**src/rtl/qpu_exu_evt_sched_pkg.sv**
```systemverilog
// Shared widths and FSM encodings for the QPU event scheduler.
package qpu_exu_evt_sched_pkg;

  localparam int QPU_TIME_WIDTH       = 16;
  localparam int QPU_EVENT_WIRE_WIDTH = 8;
  localparam int QPU_EVENT_NUM        = 8;
  localparam int QPU_EVT_SCHED_DEPTH  = 8;

  typedef enum logic [1:0] {
    ST_IDLE  = 2'd0,
    ST_RUN   = 2'd1,
    ST_DRAIN = 2'd2
  } sched_state_e;

endpackage

```
**src/rtl/qpu_exu_evt_sched_if.sv**
```systemverilog
// Write-back handshake bundle between the ALU/QIU ports and the scheduler.
interface qpu_exu_evt_sched_if #(
  parameter int TIME_W  = 16,
  parameter int EDATA_W = 8,
  parameter int OPR_W   = 8
);
  logic               twbck_i_valid;
  logic               twbck_i_ready;
  logic [TIME_W-1:0]  twbck_i_data;
  logic               ewbck_i_valid;
  logic               ewbck_i_ready;
  logic [EDATA_W-1:0] ewbck_i_data;
  logic [OPR_W-1:0]   ewbck_i_oprand;

  modport master (
    output twbck_i_valid, twbck_i_data,
    output ewbck_i_valid, ewbck_i_data, ewbck_i_oprand,
    input  twbck_i_ready, ewbck_i_ready
  );

  modport slave (
    input  twbck_i_valid, twbck_i_data,
    input  ewbck_i_valid, ewbck_i_data, ewbck_i_oprand,
    output twbck_i_ready, ewbck_i_ready
  );
endinterface

```
**src/rtl/qpu_exu_evt_sched_fifo.sv**
```systemverilog
// Stamped-event FIFO: extra pointer bit distinguishes full from empty,
// head entry is read combinationally so the release check sees it at once.
module qpu_evt_fifo #(
  parameter int WIDTH = 32,
  parameter int DEPTH = 8
) (
  input  logic             clk,
  input  logic             rst,
  input  logic             i_push,
  input  logic [WIDTH-1:0] i_wdata,
  input  logic             i_pop,
  output logic [WIDTH-1:0] o_rdata,
  output logic             o_full,
  output logic             o_empty
);
  localparam int AW = $clog2(DEPTH);

  logic [AW:0]      wr_ptr_q, wr_ptr_d;
  logic [AW:0]      rd_ptr_q, rd_ptr_d;
  logic [WIDTH-1:0] mem_q [DEPTH];
  logic             do_push, do_pop;

  // Pointer advance and full/empty flags from the current pointers.
  always_comb begin
    o_empty  = (wr_ptr_q == rd_ptr_q);
    o_full   = (wr_ptr_q[AW] != rd_ptr_q[AW]) &&
               (wr_ptr_q[AW-1:0] == rd_ptr_q[AW-1:0]);
    do_push  = i_push && !o_full;
    do_pop   = i_pop && !o_empty;
    wr_ptr_d = do_push ? wr_ptr_q + {{AW{1'b0}}, 1'b1} : wr_ptr_q;
    rd_ptr_d = do_pop  ? rd_ptr_q + {{AW{1'b0}}, 1'b1} : rd_ptr_q;
    o_rdata  = mem_q[rd_ptr_q[AW-1:0]];
  end

  // Pointers are control state and are cleared by reset.
  always_ff @(posedge clk or posedge rst) begin
    if (rst) begin
      wr_ptr_q <= '0;
      rd_ptr_q <= '0;
    end else begin
      wr_ptr_q <= wr_ptr_d;
      rd_ptr_q <= rd_ptr_d;
    end
  end

  // Storage array carries data only; stale entries are unreachable after reset.
  always_ff @(posedge clk) begin
    if (do_push) mem_q[wr_ptr_q[AW-1:0]] <= i_wdata;
  end
endmodule

```
**src/rtl/qpu_exu_evt_sched.sv**
```systemverilog
// Timing-queue scheduler: stamps event write-backs with the program timeline
// and releases them when the free-running system timer reaches the stamp.
module qpu_exu_evt_sched
  import qpu_exu_evt_sched_pkg::*;
#(
  parameter int TIME_W  = QPU_TIME_WIDTH,
  parameter int EDATA_W = QPU_EVENT_WIRE_WIDTH,
  parameter int OPR_W   = QPU_EVENT_NUM,
  parameter int DEPTH   = QPU_EVT_SCHED_DEPTH
) (
  input  logic               clk,
  input  logic               rst,
  input  logic               i_start,
  input  logic               i_stop,
  qpu_exu_evt_sched_if.slave wb,
  output logic               o_evt_valid,
  output logic [EDATA_W-1:0] o_evt_data,
  output logic [OPR_W-1:0]   o_evt_oprand,
  output logic [TIME_W-1:0]  o_evt_time,
  output logic [TIME_W-1:0]  o_sys_time,
  output logic               o_late,
  output logic               o_busy
);
  localparam int ENT_W = TIME_W + EDATA_W + OPR_W;

  sched_state_e       state_q, state_d;
  logic [TIME_W-1:0]  sys_time_q, sys_time_d;
  logic [TIME_W-1:0]  timeline_q, timeline_d;
  logic               late_q, late_d;
  logic               evt_valid_q, evt_valid_d;
  logic [EDATA_W-1:0] evt_data_q, evt_data_d;
  logic [OPR_W-1:0]   evt_oprand_q, evt_oprand_d;
  logic [TIME_W-1:0]  evt_time_q, evt_time_d;

  logic               rdy, t_fire, e_fire, push, pop, late_pop;
  logic [TIME_W-1:0]  next_tl, diff;
  logic [ENT_W-1:0]   head;
  logic [TIME_W-1:0]  head_ts;
  logic [EDATA_W-1:0] head_data;
  logic [OPR_W-1:0]   head_opr;
  logic               fifo_full, fifo_empty;

  qpu_evt_fifo #(.WIDTH(ENT_W), .DEPTH(DEPTH)) u_fifo (
    .clk     (clk),
    .rst     (rst),
    .i_push  (push),
    .i_wdata ({next_tl, wb.ewbck_i_data, wb.ewbck_i_oprand}),
    .i_pop   (pop),
    .o_rdata (head),
    .o_full  (fifo_full),
    .o_empty (fifo_empty)
  );

  // Accept, stamp and release decisions plus next-state for every register.
  always_comb begin
    // One shared ready keeps a joint time+event beat atomic.
    rdy      = (state_q != ST_DRAIN) && !fifo_full;
    t_fire   = wb.twbck_i_valid && rdy;
    e_fire   = wb.ewbck_i_valid && rdy;
    // Time advance lands before the stamp is taken.
    next_tl  = timeline_q + (t_fire ? wb.twbck_i_data : '0);
    push     = e_fire && (wb.ewbck_i_oprand != '0);

    {head_ts, head_data, head_opr} = head;
    // Modular distance: negative (MSB set) means the stamp is already past.
    diff     = head_ts - sys_time_q;
    pop      = (state_q != ST_IDLE) && !fifo_empty &&
               ((diff == '0) || diff[TIME_W-1]);
    late_pop = pop && diff[TIME_W-1];

    state_d      = state_q;
    sys_time_d   = sys_time_q;
    timeline_d   = next_tl;
    late_d       = late_q || late_pop;
    evt_valid_d  = pop;
    evt_data_d   = pop ? head_data : evt_data_q;
    evt_oprand_d = pop ? head_opr  : evt_oprand_q;
    evt_time_d   = pop ? head_ts   : evt_time_q;

    case (state_q)
      ST_IDLE: begin
        sys_time_d = '0;
        if (i_start) state_d = ST_RUN;
      end
      ST_RUN: begin
        sys_time_d = sys_time_q + {{(TIME_W-1){1'b0}}, 1'b1};
        if (i_stop) state_d = ST_DRAIN;
      end
      ST_DRAIN: begin
        if (fifo_empty) begin
          state_d    = ST_IDLE;
          sys_time_d = '0;
          timeline_d = '0;
        end else begin
          sys_time_d = sys_time_q + {{(TIME_W-1){1'b0}}, 1'b1};
        end
      end
      default: begin
        state_d    = ST_IDLE;
        sys_time_d = '0;
        timeline_d = '0;
      end
    endcase

    wb.twbck_i_ready = rdy;
    wb.ewbck_i_ready = rdy;
    o_evt_valid      = evt_valid_q;
    o_evt_data       = evt_data_q;
    o_evt_oprand     = evt_oprand_q;
    o_evt_time       = evt_time_q;
    o_sys_time       = sys_time_q;
    o_late           = late_q;
    o_busy           = (state_q != ST_IDLE) || !fifo_empty;
  end

  // Scheduler FSM, timers and registered event outputs.
  always_ff @(posedge clk or posedge rst) begin
    if (rst) begin
      state_q      <= ST_IDLE;
      sys_time_q   <= '0;
      timeline_q   <= '0;
      late_q       <= 1'b0;
      evt_valid_q  <= 1'b0;
      evt_data_q   <= '0;
      evt_oprand_q <= '0;
      evt_time_q   <= '0;
    end else begin
      state_q      <= state_d;
      sys_time_q   <= sys_time_d;
      timeline_q   <= timeline_d;
      late_q       <= late_d;
      evt_valid_q  <= evt_valid_d;
      evt_data_q   <= evt_data_d;
      evt_oprand_q <= evt_oprand_d;
      evt_time_q   <= evt_time_d;
    end
  end
endmodule

```
**src/flat_wrapper.sv**
```systemverilog
// flat-port wrapper written by rule: the top's interface ports become plain ports
module qpu_exu_evt_sched_flat import qpu_exu_evt_sched_pkg::*;
#(
  parameter int TIME_W  = QPU_TIME_WIDTH,
  parameter int EDATA_W = QPU_EVENT_WIRE_WIDTH,
  parameter int OPR_W   = QPU_EVENT_NUM,
  parameter int DEPTH   = QPU_EVT_SCHED_DEPTH
)
  (clk, rst, i_start, i_stop, o_evt_valid, o_evt_data, o_evt_oprand, o_evt_time, o_sys_time, o_late, o_busy, wb_twbck_i_valid, wb_twbck_i_data, wb_ewbck_i_valid, wb_ewbck_i_data, wb_ewbck_i_oprand, wb_twbck_i_ready, wb_ewbck_i_ready);
  qpu_exu_evt_sched_if #(.TIME_W(TIME_W), .EDATA_W(EDATA_W), .OPR_W(OPR_W)) wb_i ();
  input  logic clk;
  input  logic rst;
  input  logic i_start;
  input  logic i_stop;
  output logic o_evt_valid;
  output logic [EDATA_W-1:0] o_evt_data;
  output logic [OPR_W-1:0] o_evt_oprand;
  output logic [TIME_W-1:0] o_evt_time;
  output logic [TIME_W-1:0] o_sys_time;
  output logic o_late;
  output logic o_busy;
  input wire logic [$bits(wb_i.twbck_i_valid)-1:0] wb_twbck_i_valid;
  input wire logic [$bits(wb_i.twbck_i_data)-1:0] wb_twbck_i_data;
  input wire logic [$bits(wb_i.ewbck_i_valid)-1:0] wb_ewbck_i_valid;
  input wire logic [$bits(wb_i.ewbck_i_data)-1:0] wb_ewbck_i_data;
  input wire logic [$bits(wb_i.ewbck_i_oprand)-1:0] wb_ewbck_i_oprand;
  output wire logic [$bits(wb_i.twbck_i_ready)-1:0] wb_twbck_i_ready;
  output wire logic [$bits(wb_i.ewbck_i_ready)-1:0] wb_ewbck_i_ready;
  assign wb_i.twbck_i_valid = wb_twbck_i_valid;
  assign wb_i.twbck_i_data = wb_twbck_i_data;
  assign wb_i.ewbck_i_valid = wb_ewbck_i_valid;
  assign wb_i.ewbck_i_data = wb_ewbck_i_data;
  assign wb_i.ewbck_i_oprand = wb_ewbck_i_oprand;
  assign wb_twbck_i_ready = wb_i.twbck_i_ready;
  assign wb_ewbck_i_ready = wb_i.ewbck_i_ready;
  qpu_exu_evt_sched #(.TIME_W(TIME_W), .EDATA_W(EDATA_W), .OPR_W(OPR_W), .DEPTH(DEPTH)) u_core (.clk(clk), .rst(rst), .i_start(i_start), .i_stop(i_stop), .wb(wb_i), .o_evt_valid(o_evt_valid), .o_evt_data(o_evt_data), .o_evt_oprand(o_evt_oprand), .o_evt_time(o_evt_time), .o_sys_time(o_sys_time), .o_late(o_late), .o_busy(o_busy));
endmodule
```
**config.mk**
```make
export PLATFORM = sky130hd
export DESIGN_NAME = qpu_exu_evt_sched_flat
export DESIGN_NICKNAME = d
export VERILOG_FILES = /design/src/rtl/qpu_exu_evt_sched_pkg.sv /design/src/rtl/qpu_exu_evt_sched_if.sv /design/src/rtl/qpu_exu_evt_sched_fifo.sv /design/src/rtl/qpu_exu_evt_sched.sv /design/src/flat_wrapper.sv
export SDC_FILE = /design/constraint.sdc
export NUM_CORES = 1
export LEC_CHECK = 0
export BUFFER_PORTS_ARGS = -buffer_cell sky130_fd_sc_hd__buf_2
export CAP_MARGIN = 20
export CORE_MARGIN = 8
export CORE_UTILIZATION = 47
export CTS_CLUSTER_DIAMETER = 80
export DETAILED_ROUTE_END_ITERATION = 6
export PLACE_DENSITY = 0.73
export SKIP_CTS_REPAIR_TIMING = 1
export SYNTH_ARGS = -nofsm -noshare
export SYNTH_HDL_FRONTEND = slang
export SYNTH_SLANG_ARGS = --single-unit
```
**constraint.sdc**
```tcl
create_clock -name clk -period 5.4 [get_ports clk]
set_input_delay 0.81 -clock clk [delete_from_list [all_inputs] [get_ports clk]]
set_output_delay 0.81 -clock clk [all_outputs]
set_load 0.005 [all_outputs]
```
After elaboration in Yosys (flattened, before gate mapping)
Memory sizes are Yosys's and may differ from the RTL's.
Index checks and enable logic that the tools add are counted.
Operators by class
  $add $sub $neg: 5
  muxes and demuxes: 11
  equal/unequal tests: 9
  reduce and logical (&&, ||, !) cells: 21
Operators by type and width (count)
  case mux 16 bit (2 select lines): 2
  2-to-1 mux 16 bit: 3
  adder 16 x 1 -> 16 bit, second input constant: 1
  adder 16 bit: 1
  logical NOT 16 bit: 1
  subtractor 16 bit: 1
  logical AND 1 bit: 10
  adder 4 x 1 -> 4 bit, second input constant: 2
  nonzero test 8 bit: 1
  2-to-1 mux 2 bit: 3
  inequality test 2 bit, second input constant: 3
  case mux 2 bit (3 select lines): 1
  equality test 4 bit: 1
  equality test 3 bit: 1
  logical OR 1 bit: 3
  AND reduction 3 bit: 1
  equality test 2 x 1 -> 1 bit, second input constant: 1
  equality test 2 bit, second input constant: 1
  logical NOT 1 bit: 2
  logical NOT 2 bit: 1
  2-to-1 mux 1 bit: 2
  inequality test 2 x 1 -> 1 bit, second input constant: 1
  nonzero test 2 bit: 1
  OR reduction 2 bit: 1
  inequality test 1 bit: 1
Word-level totals
  register bits: 76
  memories kept: 1
  logic and storage cells: 57
  memory bits (writable): 256
  output and inout bits: 53
Memories
  u_core.u_fifo.mem_q: words 8, bits a word 32, read ports 1, clocked after memory_dff 0, wr ports 1, line qpu_exu_evt_sched_fifo.sv:20  | logic [WIDTH-1:0] mem_q [DEPTH];

Logic depth before layout (Yosys ltp)
  depth after elaboration: 9
  depth in mapped cells: 16

Cells and area by module
From an unflattened synthesis, not the netlist that was laid out.
Unflattened totals
  cells, all modules: 869
  area total of the unflattened synthesis: 14676.6 um^2
By module, submodules not included
  qpu_evt_fifo: times used 1, cells each 427, sequential area each 7887.6 um^2, area each 10269.8 um^2
  qpu_exu_evt_sched: times used 1, cells each 442, sequential area each 1701.6 um^2, area each 4406.7 um^2

Worst setup path before layout
OpenSTA, ideal clock, no wires.
  kind: reg-to-reg
  start point: register u_core.u_fifo.rd_ptr_q[0]
  end point: register u_core.evt_data_q[0], in the netlist u_core.o_evt_data[0]
  path buffers: 4
  path slack: 0.803 ns
  cell stages (with the launch flop): 16
  arrival: 4.472 ns
  data required time: 5.275 ns
  setup time: 0.125 ns
  clock period less this slack: 4.597 ns
  cells stage by stage: dfrtp_1 buf_2 buf_2 buf_1 mux4_2 mux2_2 ha_1 a211o_1 nand2_1 nand4_1 or4_4 a2111oi_4 nand3_2 o21ai_4 buf_12 mux2_4
On the way
  longest elaborated chain between the ends: 5
  elaborated cells on any way between the ends: 8
  those cells by class: add/sub: 1; eq/ne: 1; reduce/logical: 5; memory: 1
RTL lines
  from (decl): line qpu_exu_evt_sched_fifo.sv:19  | logic [AW:0] rd_ptr_q, rd_ptr_d;
  from (signal assigned): line qpu_exu_evt_sched_fifo.sv:42  | rd_ptr_q <= rd_ptr_d;
  memory (8 x 32 bit) *
  net u_core.head[21]: line qpu_exu_evt_sched.sv:37  | logic [ENT_W-1:0] head;
  subtractor 16 bit *: line qpu_exu_evt_sched.sv:66  | diff = head_ts - sys_time_q;
  logical NOT 16 bit: line qpu_exu_evt_sched.sv:68  | ((diff == '0) || diff[TIME_W-1]);
  logical OR 1 bit *: line qpu_exu_evt_sched.sv:68
  logical AND 1 bit *: line qpu_exu_evt_sched.sv:67  | pop = (state_q != ST_IDLE) && !fifo_empty &&
  to (signal assigned): line qpu_exu_evt_sched.sv:133  | evt_data_q <= evt_data_d;
  to (decl): line qpu_exu_evt_sched.sv:31  | logic [EDATA_W-1:0] evt_data_q, evt_data_d;
Mark *: on every way through the listed nets, which the timed path passes. The rest lies on a longest branch.
A chain may end at the register's enable or synchronous reset.

Worst setup path after layout
  start point: register u_core.u_fifo.rd_ptr_q[0]
  end point: memory u_core.u_fifo.mem_q[0][28] (data pin)
On the way
  longest elaborated chain between the ends: 7
RTL lines
  equality test 3 bit: line qpu_exu_evt_sched_fifo.sv:27  | (wr_ptr_q[AW-1:0] == rd_ptr_q[AW-1:0]);
  logical AND 1 bit: line qpu_exu_evt_sched_fifo.sv:26  | o_full = (wr_ptr_q[AW] != rd_ptr_q[AW]) &&
  logical NOT 1 bit: line qpu_exu_evt_sched.sv:57  | rdy = (state_q != ST_DRAIN) && !fifo_full;
  logical AND 1 bit: line qpu_exu_evt_sched.sv:57
  logical AND 1 bit: line qpu_exu_evt_sched.sv:58  | t_fire = wb.twbck_i_valid && rdy;
  2-to-1 mux 16 bit: line qpu_exu_evt_sched.sv:61  | next_tl = timeline_q + (t_fire ? wb.twbck_i_data : '0);
  adder 16 bit: line qpu_exu_evt_sched.sv:61
  net u_core.next_tl[12]: line qpu_exu_evt_sched.sv:36  | logic [TIME_W-1:0] next_tl, diff;
  to (decl): line qpu_exu_evt_sched_fifo.sv:20
The timed path passes the listed nets, and every way through them passes these cells.

==> summary.md <==
| Metric | Value |
|---|---|
| Number of max-slew violations in the final report | `0` |
| Setup repair after global routing missed its margin | `false` |
| Number of unique standard cell types used by synthesis | `56` |
| Highest clock rate | `210 MHz` |
| Starting density of the core | `47.6%` |
| GRT Total Usage | `17.1%` |
| Number of nets with antenna violations after detailed routing | `0` |
| Mean instance size in the synthesized netlist | `16.5 um^2` |
| Num Clock Sinks | `332` |
| Type of the worst min-delay path | `input port to asynchronous set/reset pin` |
| WL final | `31400 um` |
| Flop2flop setup slack | `0.65 ns` |
| Number of antenna violations at the first check in global routing | `1` |
| Clock transition at the registers of the reported paths | `0.06 ns` |
| Fraction of power spent switching nets | `34.6%` |
| Aggregate global routing overflow | `0` |
| Startpoint type of the worst setup path | `flop` |
| Leakage power total | `6.22 nW` |
| Worst Tran Pin Value | `0.994 ns` |
| Post-synthesis to final-layout area growth | `15.3%` |
| Classification of the worst setup path | `flop to flop` |
| Horiz. Die Dim | `192 um` |
| Total Neg Setup Slack | `0 ns` |
| Count of TritonRoute iterations in the first routing pass | `5` |
| Final weighted congestion in routability-driven placement | `0.852` |
| Iter 0 DRT Violations | `710` |
| Layout net count | `1080` |
| Via count | `8111` |
| Wire length of the first global-routing pass | `48400 um` |
| Met2 global-route usage | `29.1%` |
| Core ar. | `0.0306 mm^2` |
| Internal power component | `7.11 mW` |
| Post-synthesis sequential area ratio | `65.8%` |
| Endpoints failing hold | `0` |
| Die Y-Extent | `192 um` |
| DR WL/cell | `22.0 um` |
| Share of the core filled with cells in the final layout | `54.9%` |
| Number of standard cells in the final layout excluding fillers | `1427` |
| Critical-path maximum fanout | `19` |
| Synthesized-area fraction occupied by adder cells | `3.45%` |
| Xor/xnor cell area share of the yosys netlist | `2.46%` |
| DRC viols | `0` |
| Worst Skew | `0.0200 ns` |
| Portion of total power attributed to the clock network | `22.5%` |
| Required @ worst endpoint | `5.61 ns` |
| Number of flops mapped to enable cells by yosys | `256` |
| Relative contribution of sequential cells to total power | `35.4%` |
| Number of top-level design ports | `91` |
| Primary flip-flop cell chosen by synthesis mapping | `sky130_fd_sc_hd__edfxtp_1` |
| Die Area | `0.0369 mm^2` |
| Outcome | `completed` |
| Post-synth net total | `958` |
| Worst vdd ir | `0.308 mV` |
| Total instance count after detailed placement | `1362` |
| Dominant combinational cell family by area after synthesis | `multiplexers` |
| Mux share of post-synthesis cell area | `15.9%` |
| Via count of the first global-routing pass | `8238` |
| Relative slew margins | `33.3%` |
| Post-route worst setup slack | `0.647 ns` |
| Fin crit share | `88.0%` |
| Clock latency at the later pin of the worst-skew pair | `0.52 ns` |
| # setup viols final | `0` |
| M1 GR Usage | `22.1%` |
| Setup WS pre-CTS | `0.717 ns` |
| Final Critical Period | `4.75 ns` |
| Largest net degree at the start of global routing | `49` |
| Count of buffers inserted at the top-level ports | `90` |
| Worst Path Arrival | `4.97 ns` |
| Crit path capture type | `flop` |
| Cell at the root of the clock tree | `sky130_fd_sc_hd__clkbuf_16` |
| Yosys synthesis warning count | `0` |
| Met3 usage in global routing | `3.38%` |
| Number of maximum-capacitance constraint violations | `0` |
| CTS H-Tree Depth | `2` |
| Worst hold slack | `0.342 ns` |
| Cell Area, Synth | `0.0146 mm^2` |
| Number of buffers inserted during clock tree synthesis | `35` |
| Fraction of the mapped netlist area in simple logic gates | `6.10%` |
| HPWL reported at the end of detailed placement | `20400 um` |
| Number of cells produced by synthesis | `881` |
| Part of the power in combinational logic | `42.1%` |
| Layer with the highest usage | `met2` |
| TritonCTS clock tree | `yes` |
| Flops & latches, synth | `332` |
| Fraction of the mapped netlist area in compound gates | `4.00%` |
| Areal power density over the cells | `647 mW/mm^2` |
| Detailed-route vias per instance | `5.68` |
| Async set or reset register ratio after synthesis | `22.9%` |
| Fraction of final layout cells sized beyond drive strength 1 | `31.5%` |
| Standard-cell row count | `64` |
| Reported net switching power | `3.75 mW` |
| Deepest clock path buffer count | `3` |
-- power by group through the flow --
| stage | Sequential, mW | Clock, mW | Combinational, mW |
|---|---|---|---|
| after CTS | 3.85 | 2.48 | 4.61 |
| after detailed placement | 3.89 | 0 | 4.56 |
| after floorplan | 3.75 | 0 | 3.49 |
| final | 3.85 | 2.44 | 4.58 |
| after global placement | 3.88 | 0 | 4.47 |
| after global routing | 3.90 | 2.58 | 4.94 |
-- kinds of logic (layout without fill, tap and decap cells) --
kind of cell / Yosys count / count (layout)
fa+ha+maj: 39 / 39
other cells: 0 / 1
xor+xnor: 41 / 41
compound gates: 89 / 89
simple gates: 173 / 173
buf+inv: 74 / 223
mux: 133 / 133
flops: 332 / 332
-- cells in the mapped netlist, types with 8 or more instances --
cell type | number | share of area (%)
sky130_fd_sc_hd__edfxtp_1 | 256 | 53
sky130_fd_sc_hd__dfrtp_1 | 76 | 13
sky130_fd_sc_hd__mux4_2 | 64 | 9.9
sky130_fd_sc_hd__nor2_1 | 55 | 1.4
sky130_fd_sc_hd__inv_1 | 44 | 1.1
sky130_fd_sc_hd__mux2_2 | 39 | 3.0
sky130_fd_sc_hd__ha_1 | 37 | 3.2
sky130_fd_sc_hd__a21oi_1 | 31 | 1.1
sky130_fd_sc_hd__mux2_4 | 26 | 2.7
sky130_fd_sc_hd__and3_1 | 24 | 1.0
sky130_fd_sc_hd__xnor2_1 | 24 | 1.4
sky130_fd_sc_hd__nand2_1 | 18 | 0.46
sky130_fd_sc_hd__xor2_1 | 17 | 1.0
sky130_fd_sc_hd__clkbuf_1 | 16 | 0.41
sky130_fd_sc_hd__o21ai_0 | 16 | 0.55
sky130_fd_sc_hd__nand3_1 | 15 | 0.52
sky130_fd_sc_hd__nor2b_1 | 14 | 0.60
sky130_fd_sc_hd__nor3_1 | 13 | 0.45
sky130_fd_sc_hd__o21a_1 | 8 | 0.41
-- through the flow --
stage | cell area (um^2) | power (mW)
floorplan | 14600 | 7.24
global placement | 15600 | 8.35
detailed placement | 15600 | 8.45
CTS | 16800 | 10.9
global route | 16800 | 11.4
finish | 16800 | 10.9
-- registers in the layout (all words and copies together) (netlist names) --
name                    count
u_core.o_evt_data           8
u_core.o_evt_oprand         8
u_core.o_evt_time          16
u_core.o_evt_valid          1
u_core.o_late               1
u_core.o_sys_time          16
u_core.state_q              2
u_core.timeline_q          16
u_core.u_fifo.mem_q       256
u_core.u_fifo.rd_ptr_q      4
u_core.u_fifo.wr_ptr_q      4
-- cell usage in the layout, fill, tap and decap left out, types with 8 or more instances in the layout --
| cell | Yosys | layout |
|---|---|---|
| sky130_fd_sc_hd__a21oi_1 | 31 | 31 |
| sky130_fd_sc_hd__and3_1 | 24 | 24 |
| sky130_fd_sc_hd__buf_2 | 2 | 90 |
| sky130_fd_sc_hd__buf_4 | 3 | 24 |
| sky130_fd_sc_hd__clkbuf_16 | 0 | 35 |
| sky130_fd_sc_hd__dfrtp_1 | 76 | 74 |
| sky130_fd_sc_hd__edfxtp_1 | 256 | 256 |
| sky130_fd_sc_hd__ha_1 | 37 | 37 |
| sky130_fd_sc_hd__inv_1 | 44 | 43 |
| sky130_fd_sc_hd__mux2_2 | 39 | 39 |
| sky130_fd_sc_hd__mux2_4 | 26 | 26 |
| sky130_fd_sc_hd__mux4_2 | 64 | 64 |
| sky130_fd_sc_hd__nand2_1 | 18 | 18 |
| sky130_fd_sc_hd__nand3_1 | 15 | 15 |
| sky130_fd_sc_hd__nor2_1 | 55 | 49 |
| sky130_fd_sc_hd__nor2b_1 | 14 | 14 |
| sky130_fd_sc_hd__nor3_1 | 13 | 11 |
| sky130_fd_sc_hd__o21a_1 | 8 | 8 |
| sky130_fd_sc_hd__o21ai_0 | 16 | 16 |
| sky130_fd_sc_hd__xnor2_1 | 24 | 24 |
| sky130_fd_sc_hd__xor2_1 | 17 | 17 |
-- worst paths after layout --
kind	startpoint	endpoint	cells past startpoint
worst max register to register	u_core.u_fifo.rd_ptr_q[0]$_DFFE_PP0P_	u_core.u_fifo.mem_q[0][28]$_DFFE_PP_	15
max in group asynchronous	rst	u_core.u_fifo.rd_ptr_q[1]$_DFFE_PP0P_	3
worst max-delay path	u_core.u_fifo.rd_ptr_q[0]$_DFFE_PP0P_	u_core.u_fifo.mem_q[0][28]$_DFFE_PP_	15
min in group clk	u_core.u_fifo.wr_ptr_q[3]$_DFFE_PP0P_	u_core.u_fifo.wr_ptr_q[3]$_DFFE_PP0P_	1
worst min register to register	u_core.u_fifo.wr_ptr_q[3]$_DFFE_PP0P_	u_core.u_fifo.wr_ptr_q[3]$_DFFE_PP0P_	1
worst min-delay path	rst	u_core.o_evt_oprand[3]$_DFFE_PP0P_	2
-- layer usage --
metal / up-vias / part of all wire, %
li1: 3631 / -
met1: 4177 / 41
met2: 255 / 51
met3: 46 / 6.4
met4: 2 / 1.9
met5: - / 0.025
-- area by class of cell --
type                    count  area, um^2
fillers                  2341       13800
flip-flops and latches    332        9590
multi-input cells         475        4710
clock buffers              48         985
repair buffers            115         651
well taps                 396         495
clock inverters            16         204
inverters                  44         166
diodes                      1        2.50
-- critical path, cell delays in order, from the launching register on --
cell                       delay, ns
sky130_fd_sc_hd__dfrtp_4        0.69
sky130_fd_sc_hd__xor2_1         0.24
sky130_fd_sc_hd__nor2_1         0.07
sky130_fd_sc_hd__a31oi_1        0.34
sky130_fd_sc_hd__buf_4          0.29
sky130_fd_sc_hd__and2_1         0.17
sky130_fd_sc_hd__nand2_1        0.08
sky130_fd_sc_hd__fa_1           0.41
sky130_fd_sc_hd__nor2b_1        0.14
sky130_fd_sc_hd__o21ai_0        0.11
sky130_fd_sc_hd__a21oi_1        0.30
sky130_fd_sc_hd__o21ai_0        0.26
sky130_fd_sc_hd__a211oi_1       0.42
sky130_fd_sc_hd__o21ai_0        0.18
sky130_fd_sc_hd__nand3_1        0.12
sky130_fd_sc_hd__nor2b_1        0.62
Note: power is estimated with default switching activity, not from simulation.
